### config.mk
export PLATFORM = sky130hd
export DESIGN_NAME = controle_reservatorio
export DESIGN_NICKNAME = d
export VERILOG_FILES = /design/src/rtl/maquina_pkg.sv /design/src/rtl/nivel_debounce.sv /design/src/rtl/controle_reservatorio.sv
export SDC_FILE = /design/constraint.sdc
export NUM_CORES = 1
export LEC_CHECK = 0
export CAP_MARGIN = 40
export CORE_MARGIN = 10
export CORE_UTILIZATION = 50
export DETAILED_ROUTE_END_ITERATION = 8
export PLACE_DENSITY = 0.8
export SYNTH_ARGS = -nofsm -noshare
export SYNTH_HDL_FRONTEND = slang
export SYNTH_SLANG_ARGS = --single-unit
### constraint.sdc
create_clock -name clk -period 3.5 [get_ports clk]
set_input_delay 0.7 -clock clk [delete_from_list [all_inputs] [get_ports clk]]
set_output_delay 0.7 -clock clk [all_outputs]
set_load 0.1 [all_outputs]
### src/rtl/maquina_pkg.sv
// rtl/maquina_pkg.sv - shared coffee-machine sequencer state encodings
// Purpose: 4-bit state codes driven by the sequencer on its `state` bus.
//          Imported by the sequencer and by every block that decodes it.
// Ports:   none (package).
package maquina_pkg;

  localparam int SEQ_STATE_W = 4;

  localparam logic [SEQ_STATE_W-1:0] ST_IDLE                = 4'd1;
  localparam logic [SEQ_STATE_W-1:0] ST_VERIFICAR_AGUA      = 4'd3;
  localparam logic [SEQ_STATE_W-1:0] ST_ENCHER_RESERVATORIO = 4'd4;
  localparam logic [SEQ_STATE_W-1:0] ST_REALIZAR_EXTRACAO   = 4'd9;

endpackage

### src/rtl/nivel_debounce.sv
// rtl/nivel_debounce.sv - reservoir level threshold filter with hysteresis
// Purpose: turns raw level samples into a debounced `cheio` (full) bit.
//          While empty, DEBOUNCE_N consecutive valid samples >= NIVEL_CHEIO
//          set it; while full, DEBOUNCE_N consecutive valid samples
//          < NIVEL_RECARGA clear it. Levels in between never change it.
// Ports:   clk, reset (async, active-high)
//          nivel[LEVEL_W-1:0], nivel_valid : sensor sample and its strobe
//          cheio                            : debounced full flag
module nivel_debounce #(
  parameter int LEVEL_W       = 8,
  parameter int NIVEL_CHEIO   = 200,
  parameter int NIVEL_RECARGA = 150,
  parameter int DEBOUNCE_N    = 4
) (
  input  logic               clk,
  input  logic               reset,
  input  logic [LEVEL_W-1:0] nivel,
  input  logic               nivel_valid,
  output logic               cheio
);

  localparam int CNT_W = (DEBOUNCE_N > 1) ? $clog2(DEBOUNCE_N) : 1;

  localparam logic [LEVEL_W-1:0] CHEIO_L   = LEVEL_W'(NIVEL_CHEIO);
  localparam logic [LEVEL_W-1:0] RECARGA_L = LEVEL_W'(NIVEL_RECARGA);
  localparam logic [CNT_W-1:0]   CNT_MAX   = CNT_W'(DEBOUNCE_N - 1);

  logic             cheio_q, cheio_d;
  logic [CNT_W-1:0] cnt_q, cnt_d;
  logic             qualifica;

  always_comb begin
    cheio_d   = cheio_q;
    cnt_d     = cnt_q;
    // The sample that counts depends on which side of the hysteresis band we are on.
    qualifica = cheio_q ? (nivel < RECARGA_L) : (nivel >= CHEIO_L);
    if (nivel_valid) begin
      if (!qualifica) begin
        cnt_d = '0;
      end else if (cnt_q == CNT_MAX) begin
        cheio_d = ~cheio_q;
        cnt_d   = '0;
      end else begin
        cnt_d = cnt_q + CNT_W'(1);
      end
    end
  end

  always_ff @(posedge clk or posedge reset) begin
    if (reset) begin
      cheio_q <= 1'b0;
      cnt_q   <= '0;
    end else begin
      cheio_q <= cheio_d;
      cnt_q   <= cnt_d;
    end
  end

  assign cheio = cheio_q;

endmodule

### src/rtl/controle_reservatorio.sv
// rtl/controle_reservatorio.sv - reservoir fill-pump controller
// Purpose: starts the fill pump when the sequencer passes through
//          ENCHER_RESERVATORIO with the reservoir not full, stops it on the
//          debounced full flag, and latches a fault if filling takes
//          FILL_TIMEOUT cycles without reaching full.
// Ports:   clk, reset (async, active-high)
//          state[3:0]                   : sequencer state bus
//          nivel[LEVEL_W-1:0], nivel_valid : level sensor sample and strobe
//          limpar_erro                  : one-cycle fault clear
//          agua_enchida                 : debounced full flag (masked in fault)
//          bomba                        : pump enable
//          erro_timeout                 : fill fault latched
module controle_reservatorio
  import maquina_pkg::*;
#(
  parameter int LEVEL_W       = 8,
  parameter int NIVEL_CHEIO   = 200,
  parameter int NIVEL_RECARGA = 150,
  parameter int DEBOUNCE_N    = 4,
  parameter int FILL_TIMEOUT  = 1000
) (
  input  logic               clk,
  input  logic               reset,
  input  logic [3:0]         state,
  input  logic [LEVEL_W-1:0] nivel,
  input  logic               nivel_valid,
  input  logic               limpar_erro,
  output logic               agua_enchida,
  output logic               bomba,
  output logic               erro_timeout
);

  localparam int TIMER_W = $clog2(FILL_TIMEOUT);
  localparam logic [TIMER_W-1:0] TIMER_MAX = TIMER_W'(FILL_TIMEOUT - 1);

  typedef enum logic [1:0] {
    PARADO   = 2'd0,
    ENCHENDO = 2'd1,
    FALHA    = 2'd2
  } bomba_fsm_e;

  bomba_fsm_e         fsm_q, fsm_d;
  logic [TIMER_W-1:0] timer_q, timer_d;
  logic               cheio;

  nivel_debounce #(
    .LEVEL_W      (LEVEL_W),
    .NIVEL_CHEIO  (NIVEL_CHEIO),
    .NIVEL_RECARGA(NIVEL_RECARGA),
    .DEBOUNCE_N   (DEBOUNCE_N)
  ) u_nivel_debounce (
    .clk        (clk),
    .reset      (reset),
    .nivel      (nivel),
    .nivel_valid(nivel_valid),
    .cheio      (cheio)
  );

  always_comb begin
    fsm_d   = fsm_q;
    timer_d = timer_q;
    case (fsm_q)
      PARADO: begin
        if (state == ST_ENCHER_RESERVATORIO && !cheio) begin
          fsm_d   = ENCHENDO;
          timer_d = '0;
        end
      end
      ENCHENDO: begin
        // Saturate so the timer can never wrap back into a fresh window.
        if (timer_q != TIMER_MAX) begin
          timer_d = timer_q + TIMER_W'(1);
        end
        // Reaching full on the last allowed cycle still counts as success.
        if (cheio) begin
          fsm_d = PARADO;
        end else if (timer_q == TIMER_MAX) begin
          fsm_d = FALHA;
        end
      end
      FALHA: begin
        if (limpar_erro) begin
          fsm_d = PARADO;
        end
      end
      default: begin
        fsm_d = PARADO;
      end
    endcase
  end

  always_ff @(posedge clk or posedge reset) begin
    if (reset) begin
      fsm_q   <= PARADO;
      timer_q <= '0;
    end else begin
      fsm_q   <= fsm_d;
      timer_q <= timer_d;
    end
  end

  // Decoded straight from registers so an async reset drops them at once.
  assign bomba        = (fsm_q == ENCHENDO);
  assign erro_timeout = (fsm_q == FALHA);
  assign agua_enchida = cheio && (fsm_q != FALHA);

endmodule

**Word-level counts from Yosys, hierarchy flattened**

Index checks and enable logic that the tools add are counted.
Widths: inputs -> output; s select.

- Add/subtract/negate cells: 2
- Order comparisons: 2
- Multiply operators: 0
- Bitwise gates (word level): 1
- Equality and inequality tests: 11
- Mux-type cells: 11
- Divide/modulo/power cells: 0
- Reduce and logical (&&, ||, !) cells: 8
- Shift-type cells: 0

Operator list:

| operator | count |
|---|---|
| $mux 10 | 2 |
| $pmux 10 s2 | 1 |
| $mux 2 | 6 |
| $add 10x1->10 const B | 1 |
| $eq 10x10->1 const B | 1 |
| $ne 10x10->1 const B | 1 |
| $reduce_and 3->1 | 3 |
| $ge 8x8->1 const B | 1 |
| $lt 8x8->1 const B | 1 |
| $ne 2x2->1 const B | 3 |
| $pmux 2 s3 | 1 |
| $eq 2x2->1 const B | 2 |
| $eq 4x3->1 const B | 1 |
| $ne 3x1->1 const B | 1 |
| $add 2x1->2 const B | 1 |
| $eq 2x1->1 const B | 1 |
| $logic_and 1x1->1 | 2 |
| $logic_not 2->1 | 1 |
| $ne 2x1->1 const B | 1 |
| $reduce_bool 2->1 | 1 |
| $logic_not 1->1 | 1 |
| $mux 1 | 1 |
| $not 1->1 | 1 |

- Output and inout bits: 3
- Bits in latches: 0
- Flip-flop bits (word level): 15
- Memory bits (read-only): 0
- Memories kept: 0
- Bits in writable memories: 0
- Logic and storage cells: 39

**Logic depth before layout (Yosys ltp)**

Gate-level depths: netlist (run 1).

- Depth in word-level cells: 4
- Mapped depth: 6
- Depth with buffers taken out: 5

**Cells and area by module**

A second synthesis (run 1) with hierarchy kept.

- Cell total of the unflattened synthesis: 97
- Area total of the unflattened synthesis: 959.7 um2

By module, submodules not included:

| module | instances | area each (um2) | cells an instance |
|---|---|---|---|
| controle_reservatorio | 1 | 720.7 | 72 |
| nivel_debounce | 1 | 239.0 | 25 |

**Worst setup path before layout (run 1)**

No wires, ideal clock.

- Path kind: reg2out
- Start: register fsm_q[1]
- End: output agua_enchida
- Arrival time: 1.292 ns
- Stages on the path, launching flop included: 3
- Buffers on the path: 0
- Slack: 1.508 ns
- Cell sequence: dfrtp_1 -> or2b_1 -> and2_1

- Longest elaborated chain between the ends: 2

RTL lines:

| item | line | source |
|---|---|---|
| start, declared | controle_reservatorio.sv:42 | `bomba_fsm_e fsm_q, fsm_d;` |
| start signal, assigned | controle_reservatorio.sv:97 | `fsm_q <= fsm_d;` |
| $ne 2x2->1 | controle_reservatorio.sv:105 | `assign agua_enchida = cheio && (fsm_q != FALHA);` |
| $logic_and 1x1->1 | controle_reservatorio.sv:105 |  |
| end, declared | controle_reservatorio.sv:28 | `output logic agua_enchida,` |

Every way passes these cells.

**Worst setup path after layout (run 1)**

- Start: register fsm_q[1]
- End: output bomba

- Longest elaborated chain between the ends: 1

RTL lines:

| item | line | source |
|---|---|---|
| $eq 2x1->1 | controle_reservatorio.sv:103 | `assign bomba = (fsm_q == ENCHENDO);` |
| end, declared | controle_reservatorio.sv:29 | `output logic bomba,` |

Every way passes these cells.

==> impl_results.md, run 1 <==
- Post-Route Skew: 0.00911 ns
- CTS Hold Bufs: 0
- Chip height: 60.3 µm
- CP endpoint kind: output port
- Port bufs: 17
- Maxcap violations: 0
- Synth cell types: 31
- Critical path fanouts, max: 8
- Clk pwr share: 14.6%
- Crit path launch: fsm_q[1]
- GR Overflow Total: 0
- Initial antenna violation count: 0
- Largest net degree at the start of global routing: 16
- DRT antenna net count: 0
- Power Density: 670 mW/mm²
- Synth Instances: 87
- CP arrival: 1.40 ns
- Slowest cell on crit path: dfrtp_1
- Setup TNS: 0 ns
- Period utilization: 59.9%
- R2R setup slack: 2.04 ns
- Die Wd: 60.3 µm
- Primary FF master, synth: dfrtp_1
- Logic gate share of total power: 40.4%
- Drt via density: 5.53
- Slowest stage delay, CP: 0.41 ns
- Post-CTS setup buffer count: 0
- Std cell rows: 14
- Multi-input logic area: 404 µm²
- Worst path required time: 2.80 ns
- #FFs+latches synth: 15
- Mapped cell area: 813 µm²
- Sequential power share: 45.0%
- Vias: 675
- Hpwl dp: 1.34 mm
- # resized after CTS: 0
- Internal: 374 µW
- Fillers: 130
- DP Cell Count: 118
- Net switching power: 302 µW
- Switching share of power: 44.7%
- Initial Util: 53.4%
- Non-filler cells, final: 122
- Hold Fails Final Rpt: 0
- FF-to-FF Start: fsm_q[1]
- Slew Viols, Final: 0
- Fmax: 477 MHz
- Status: completed
- Io pins: 19
- Leakage power figure: 0.443 nW
- Post-synth EDFFs: 0
- DRC: 0
- Syn avg cell area: 9.35 µm²
- Avg WL per Cell: 13.5 µm
- Worst-path clk slew: 0.08 ns
- # clock sinks: 15
- Final core utilization: 66.2%
- Nets: 125
- Drt first pass iters: 4
- RSZ-0062 raised after global routing: false
- Fin worst setup slack: 1.40 ns
- Layout cells sized above 1: 8.49%
- Clock Path Buffers: 2
- Fin crit period: 2.10 ns
- Num CTS Buffers: 3
- VDD IR max: 0.369 mV
- DR iter-0 viols: 3
- Final setup vio count: 0
- Routed WL: 1.65 mm
- Routability cong.: 0.796
- Clk_lat worst skew: 0.29 ns
- Area grow syn2layout: 24.0%
- Reg2reg end: timer_q[3]
- Core outline area: 0.00152 mm²
- Dpl ws: 1.43 ns
- CTS tree: yes
- Die area: 0.00364 mm²
- Total GRT Usage: 9.99%
- Syn Nets: 105
- Number of diodes: 0
- First-pass GRT wire length: 2.81 mm
- R2R depth: 4
- Worst-Margin Slew: 0.548 ns
- Register area: 375 µm²
- CP Launch Type: flop
- Kind of critical path: reg -> out
- Crit path capture: bomba
- Ys Warns: 0
- Post-synthesis sequential area ratio: 46.2%
- Htree depth: 1
- Root buffer cell: clkbuf_4
- Number of global-route vias before repair: 673
- Slew headroom: 63.4%
- Asr flop ratio synth: 100%
- CP Cell Sequence: nand2b_1 -> inv_1 -> buf_4
- Min-delay worst type: reg -> reg
worst max-delay path: cells and delay by family, from the launching register on:
| family | cells | cell delay, ns |
|---|---|---|
| buf+inv | 2 | 0.45 |
| flops | 1 | 0.41 |
| simple gates | 1 | 0.25 |
state kept, by name (all words and copies together) (netlist names):
signal                  flops
timer_q                    10
fsm_q                       2
u_nivel_debounce.cnt_q      2
u_nivel_debounce.cheio      1
cells in the mapped netlist, types with 3 or more instances:
library cell | number | share of area (%)
xor2_1 | 4 | 4.3
a21oi_1 | 3 | 1.8
dfrtp_1 | 15 | 46
inv_1 | 5 | 2.3
nand3_1 | 3 | 1.8
o21ai_0 | 6 | 3.7
nor3_1 | 3 | 1.8
nor2_1 | 9 | 4.2
nand2_1 | 10 | 4.6
stage by stage:
step	power, mW	cell area, µm²	hold WS (ns)
after floorplan	0.515	813	0.478
after global placement	0.569	981	0.508
after detailed placement	0.580	981	0.524
after CTS	0.679	1010	0.539
after global routing	0.725	1010	0.575
final	0.676	1010	0.537
cell usage in the layout, fill, tap and decap left out, types with 3 or more instances in the layout:
cell             instances
buf_4                    3
clkdlybuf4s50_1         14
nand3_1                  3
nor3_1                   3
dfrtp_1                 15
inv_1                    5
a21oi_1                  3
nand2_1                 10
clkbuf_4                 3
nor2_1                   9
o21ai_0                  6
xor2_1                   4
logic make-up after synthesis:
group | count (synthesis) | share of synthesized area [%]
simple gates | 41 | 26.8
buf+inv | 7 | 4.15
mux | 2 | 2.46
xor+xnor | 6 | 6.46
flops | 15 | 46.2
compound gates | 14 | 10.9
fa+ha+maj | 2 | 3.08
power groups by stage:
| stage | registers [mW] | clock network, mW | logic (mW) |
|---|---|---|---|
| finish | 0.304 | 0.0988 | 0.273 |
| global placement | 0.302 | 0 | 0.267 |
| CTS | 0.303 | 0.101 | 0.276 |
| floorplan | 0.288 | 0 | 0.226 |
| detailed placement | 0.307 | 0 | 0.273 |
| global route | 0.314 | 0.109 | 0.302 |
final cells by class:
class	instances	share of cell area, %
multi-input cells	65	40.1
inverters	5	1.86
clock inverters	1	0.496
clock buffers	3	2.23
flip-flops and latches	15	37.2
well taps	16	1.99
repair buffers	17	16.1
worst min-delay path by stage:
stage                    start         end  slack (ns)  cells past startpoint
finish              timer_q[0]  timer_q[0]        0.54                      1
global route        timer_q[9]  timer_q[9]        0.58                      2
CTS                 timer_q[0]  timer_q[0]        0.54                      1
detailed placement  timer_q[0]  timer_q[0]        0.52                      1
global placement    timer_q[0]  timer_q[0]        0.51                      1
floorplan           timer_q[0]  timer_q[0]        0.48                      1
routing by layer:
metal	up-vias	share of wire [%]	routed length, µm	global-route usage [%]
li1	345	-	-	-
met1	314	44	720	10.4
met2	12	49	809	16.8
met3	4	5.2	85	3.97
met4	0	2.1	34	5.77
met5	-	0	0	0
Note: power is estimated with default switching activity, not from simulation.
==> inputs of run 2 (changes only) <==
- CORE_UTILIZATION: 50 -> 43
- PLACE_DENSITY: 0.8 -> 0.73
- clock period: 3.5 -> 1.9 ns (I/O delays scaled with it)
==> run 2 against run 1 <==
  * Count of clock-buffer cells in the layout is 1 higher
  * Flip-flop and latch count stayed put
  * Routed wire length is 3.1% higher
  * Non-clock buffer count stayed put
  * Global-route usage is 1.2 points lower
  * Sequential share of layout area is 1.7 points lower
  * Combinational power is 110% higher
  * Final area is 4.7% higher
  * Largest cell class unchanged
==> impl_results.md, run 2 (synthesis gave the netlist of run 1 again) <==
- Status: completed
- Die Wd: 63.5 µm
- Kind of critical path: reg -> out
- Htree depth: 1
- Hold Fails Final Rpt: 0
- Num CTS Buffers: 3
- Maxcap violations: 0
- # clock sinks: 15
- Fin worst setup slack: 0.199 ns
- R2R setup slack: 0.43 ns
- Initial antenna violation count: 0
- Post-Route Skew: 0.00336 ns
- VDD IR max: 0.719 mV
- Hpwl dp: 1.37 mm
- Commonest non-fill, non-tap cell in the layout: dfrtp_1
- CP Launch Type: flop
- FF-to-FF Start: fsm_q[1]
- Io pins: 19
- Largest net degree at the start of global routing: 16
- RSZ-0062 raised after global routing: false
- Setup TNS: 0 ns
- Final setup vio count: 0
- Number of global-route vias before repair: 709
- Drt via density: 5.32
- Avg WL per Cell: 13.0 µm
- Routability cong.: 0.844
- Vias: 697
- Root buffer cell: clkbuf_4
- Worst-path clk slew: 0.09 ns
- Leakage power figure: 0.450 nW
- Critical path fanouts, max: 8
- DR iter-0 viols: 8
- Initial Util: 46.1%
- Die area: 0.00403 mm²
- Layout cells sized above 1: 7.55%
- Min-delay worst type: in -> async
- Number of diodes: 0
- Reg2reg end: timer_q[3]
- Area grow syn2layout: 29.8%
- CTS tree: yes
- Post-route cell area: 0.00106 mm²
- Number of flip-flops in the largest register: 10
- DRC: 0
- Fin crit period: 1.70 ns
- Nets: 125
- GR Overflow Total: 0
- Total GRT Usage: 8.83%
- Core outline area: 0.00176 mm²
- Chip height: 63.5 µm
- Placed instance area: 0.00103 mm²
- CP endpoint kind: output port
- Clk_lat worst skew: 0.29 ns
- Slew headroom: 63.8%
- Drt first pass iters: 4
- Worst path required time: 1.52 ns
- Slew Viols, Final: 0
- Power Density: 1250 mW/mm²
- # resized after CTS: 0
- Fillers: 169
- Dpl ws: 0.157 ns
- CP arrival: 1.32 ns
- Std cell rows: 15
- Biggest register: timer_q
- Largest registers: timer_q: 10 flops, fsm_q: 2 flops, u_nivel_debounce.cnt_q: 2 flops
- Commonest cells after routing, fill and taps aside: dfrtp_1 (15), clkdlybuf4s50_1 (14), nand2_1 (10)
- Period utilization: 89.5%
- DRT antenna net count: 0
- R2R depth: 4
- Port bufs: 17
- Worst-Margin Slew: 0.543 ns
- First-pass GRT wire length: 2.82 mm
- Fmax: 588 MHz
- CTS Hold Bufs: 0
- Clock Path Buffers: 2
- Post-CTS setup buffer count: 0
- Routed WL: 1.70 mm
==> run 2: cell types whose count changed in the layout (fill, tap and decap cells not counted) <==
cell      before  now
buf_4          3    0
clkinv_2       1    0
clkbuf_1       0    1
buf_12         0    3
==> run 2: power breakdown <==
part / switching [mW] / internal [mW] / total (mW) / leakage (nW)
sequential: 0.126 / 0.433 / 0.560 / 0.199
clock: 0.104 / 0.0818 / 0.185 / 0.0150
combinational: 0.337 / 0.235 / 0.573 / 0.235
total: 0.567 / 0.750 / 1.32 / 0.450
==> run 2: worst max-delay path by stage <==
stage / startpoint / end / slack (ns) / depth (start not counted)
floorplan: fsm_q[1] / timer_q[2] / 0.11 / 6
global placement: state[1] / timer_q[8] / 0.17 / 4
global route: fsm_q[1] / bomba / 0.07 / 3
detailed placement: state[1] / timer_q[6] / 0.16 / 4
finish: fsm_q[1] / bomba / 0.20 / 3
CTS: fsm_q[1] / bomba / 0.19 / 3
==> run 2: worst max-delay path: stages, from the launching register on <==
cell,delay [ns]
dfrtp_1,0.40
nand2b_1,0.25
inv_1,0.19
buf_12,0.19
==> run 2: metal layers <==
layer,track usage [%],part of all wire (%)
met1,9.14,47
met5,0,0
met4,5.74,2.5
met2,14.3,46
met3,3.71,5.2
==> run 2: area by class of cell <==
cell class / count / area [µm²] / share of cell area, %
multi-input cells: 65 / 404 / 38.3
flip-flops and latches: 15 / 375 / 35.5
repair buffers: 17 / 200 / 19.0
well taps: 25 / 31.3 / 2.96
clock buffers: 4 / 26.3 / 2.49
inverters: 5 / 18.8 / 1.78
==> run 2: through the flow <==
step / cells / utilization [%] / hold slack, ns / power [mW]
6_report: 131 / 59.9 / 0.427 / 1.32
5_1_grt: 131 / 59.9 / 0.483 / 1.40
4_1_cts: 131 / 59.9 / 0.442 / 1.33
3_5_place_dp: 127 / 58.4 / 0.514 / 1.14
3_3_place_gp: 127 / 58.4 / 0.509 / 1.12
2_1_floorplan: 87 / - / 0.281 / 0.948
==> inputs of run 3 (changes only) <==
- ABC_AREA: not set -> 1
- CORE_UTILIZATION: 43 -> 45
- PLACE_DENSITY: 0.73 -> 0.74
==> run 3 against run 2 <==
  * Hold slack improved by 0.015 ns
  * Clock skew fell by 0.0018 ns
  * Via count increased by 35%
  * Synthesized cell count up 63%
  * Critical path depth rose by 1
  * Maximum frequency is 1.5% higher
  * Largest cell class unchanged
  * Largest power group unchanged
  * Clock power barely moved
  * Flip-flop and latch count unchanged
==> impl_results.md, run 3 <==
- Status: completed
- Port bufs: 17
- Final core utilization: 61.3%
- # resized after CTS: 0
- Initial antenna violation count: 0
- Register area: 375 µm²
- Drt via density: 4.95
- Die Wd: 66.2 µm
- Primary FF master, synth: dfrtp_1
- Clock Path Buffers: 2
- Maxcap violations: 0
- CP endpoint kind: output port
- Number of global-route vias before repair: 895
- Synth cell types: 21
- CP Launch Type: flop
- Kind of critical path: reg -> out
- Std cell rows: 16
- Logic gate share of total power: 45.6%
- Layout cells sized above 1: 11.7%
- Critical path fanouts, max: 8
- Net switching power: 496 µW
- Biggest register: timer_q
- Post-CTS setup buffer count: 0
- Multi-input logic area: 500 µm²
- Io pins: 19
- Syn avg cell area: 6.76 µm²
- Worst path required time: 1.52 ns
- Vias: 941
- Post-Route Skew: 0.00151 ns
- Power Total: 1.13 mW
- #FFs+latches synth: 15
- Period utilization: 88.2%
- DP Cell Count: 186
- Slowest cell on crit path: dfrtp_1
- Num CTS Buffers: 3
- Synth Instances: 142
- Post-synth EDFFs: 0
- Yosys top cell by area: dfrtp_1
- Sequential power share: 37.8%
- Number of flip-flops in the largest register: 10
- DRC: 0
- Most common cell in the netlist: nand2_1
- Commonest cells after routing, fill and taps aside: nand2_1 (42), inv_1 (18), nand3_1 (18)
- Worst-path clk slew: 0.09 ns
- Leakage power figure: 0.606 nW
- Chip height: 66.2 µm
- Synth cell count leaders: nand2_1 (42), inv_1 (18), nand3_1 (18), nor2_1 (18), dfrtp_1 (15)
- CTS Hold Bufs: 0
- Commonest non-fill, non-tap cell in the layout: nand2_1
- Cell family with most CP delay: buffers and inverters
- Fmax: 597 MHz
- VDD IR max: 0.751 mV
- Drt first pass iters: 4
- Syn Nets: 160
- Area grow syn2layout: 27.8%
- Internal: 631 µW
- Placed instance area: 0.00120 mm²
- Final setup vio count: 0
- Fillers: 187
- # clock sinks: 15
- Nets: 182
- Worst-Margin Slew: 0.580 ns
- Switching share of power: 44.0%
- FF-to-FF Start: timer_q[0]
- Routability cong.: 0.798
- Post-synth top area share: 39.1%
- Avg WL per Cell: 11.5 µm
- Asr flop ratio synth: 100%
- Fin crit period: 1.68 ns
- Number of diodes: 0
- Clk pwr share: 16.5%
- Slowest stage delay, CP: 0.39 ns
- Setup TNS: 0 ns
- Mapped cell area: 960 µm²
- CP Cell Sequence: inv_1 -> nand2_2 -> inv_2 -> buf_12
- Crit path launch: fsm_q[1]
- Min-delay worst type: in -> async
- Ys Warns: 0
- Post-route cell area: 0.00123 mm²
- First-pass GRT wire length: 3.70 mm
- Die area: 0.00438 mm²
- Slew Viols, Final: 0
- Htree depth: 1
- Root buffer cell: clkbuf_4
- Routed WL: 2.19 mm
- Top post-synthesis cells by area: dfrtp_1 (39%), nand2_1 (16%), nand3_1 (9.4%)
- Hpwl dp: 1.74 mm
- Non-filler cells, final: 190
- Clk_lat worst skew: 0.28 ns
- DRT antenna net count: 0
- Slew headroom: 61.3%
- CTS tree: yes
- GR Overflow Total: 0
- Core outline area: 0.00200 mm²
- Total GRT Usage: 10.4%
- Largest net degree at the start of global routing: 16
- Power Density: 919 mW/mm²
- Hold Fails Final Rpt: 0
- DR iter-0 viols: 52
- Initial Util: 47.9%
- Largest registers: timer_q: 10 flops, fsm_q: 2 flops, u_nivel_debounce.cnt_q: 2 flops
- RSZ-0062 raised after global routing: false
- CP arrival: 1.30 ns
- Worst Path Buf+Inv: 3
- Post-synthesis sequential area ratio: 39.1%
==> run 3: cell count changes after synthesis, moves of 3 or more <==
cell | before | now
nand2_2 | 0 | 4
nand2_1 | 10 | 42
nor2_1 | 9 | 18
xor2_1 | 4 | 1
nand3_1 | 3 | 18
inv_1 | 5 | 18
==> run 3: cell families (layout without fill, tap and decap cells) <==
kind of cell	count (synthesis)	in the layout	share of synthesized area, %
flip-flops	15	15	39.1
AO/OA/AOI/OAI	10	10	5.61
adder cells (fa/ha/maj)	2	2	2.61
buffers and inverters	22	43	9.78
AND/OR/NAND/NOR	92	92	42.0
XOR/XNOR	1	1	0.913
==> run 3: worst paths after layout <==
kind / to / slack, ns / cells after the start
setup / recovery: bomba / 0.22 / 4
hold / removal: timer_q[1] / 0.44 / 2
setup reg to reg: timer_q[1] / 0.40 / 8
hold reg to reg: u_nivel_debounce.cnt_q[1] / 0.51 / 2
max in group asynchronous: u_nivel_debounce.cheio / 1.08 / 2
min in group clk: u_nivel_debounce.cnt_q[1] / 0.51 / 2
==> run 3: area by class of cell <==
| type | count | share of cell area (%) |
|---|---|---|
| multi-input cells | 105 | 40.8 |
| well taps | 27 | 2.76 |
| flip-flops and latches | 15 | 30.6 |
| repair buffers | 19 | 17.6 |
| clock buffers | 4 | 2.14 |
| inverters | 20 | 6.12 |
==> run 3: layer usage <==
| metal | GRT usage [%] | wire [µm] | vias to the layer above |
|---|---|---|---|
| met5 | 0 | 0 | - |
| met4 | 2.62 | 0 | 0 |
| met3 | 3.05 | 69 | 0 |
| met2 | 18.9 | 1170 | 14 |
| met1 | 11.4 | 950 | 436 |
| li1 | - | - | 491 |
==> run 3: stage by stage <==
stage | hold slack, ns | setup slack [ns]
5_1_grt | 0.474 | 0.159
2_1_floorplan | 0.281 | 0.0846
6_report | 0.443 | 0.224
3_5_place_dp | 0.491 | 0.271
3_3_place_gp | 0.473 | 0.294
4_1_cts | 0.461 | 0.220
==> run 3: power by group through the flow <==
stage	clock [mW]	combinational [mW]	sequential [mW]
floorplan	0	0.366	0.423
global route	0.203	0.558	0.433
CTS	0.192	0.521	0.425
global placement	0	0.507	0.430
detailed placement	0	0.519	0.432
finish	0.186	0.514	0.426
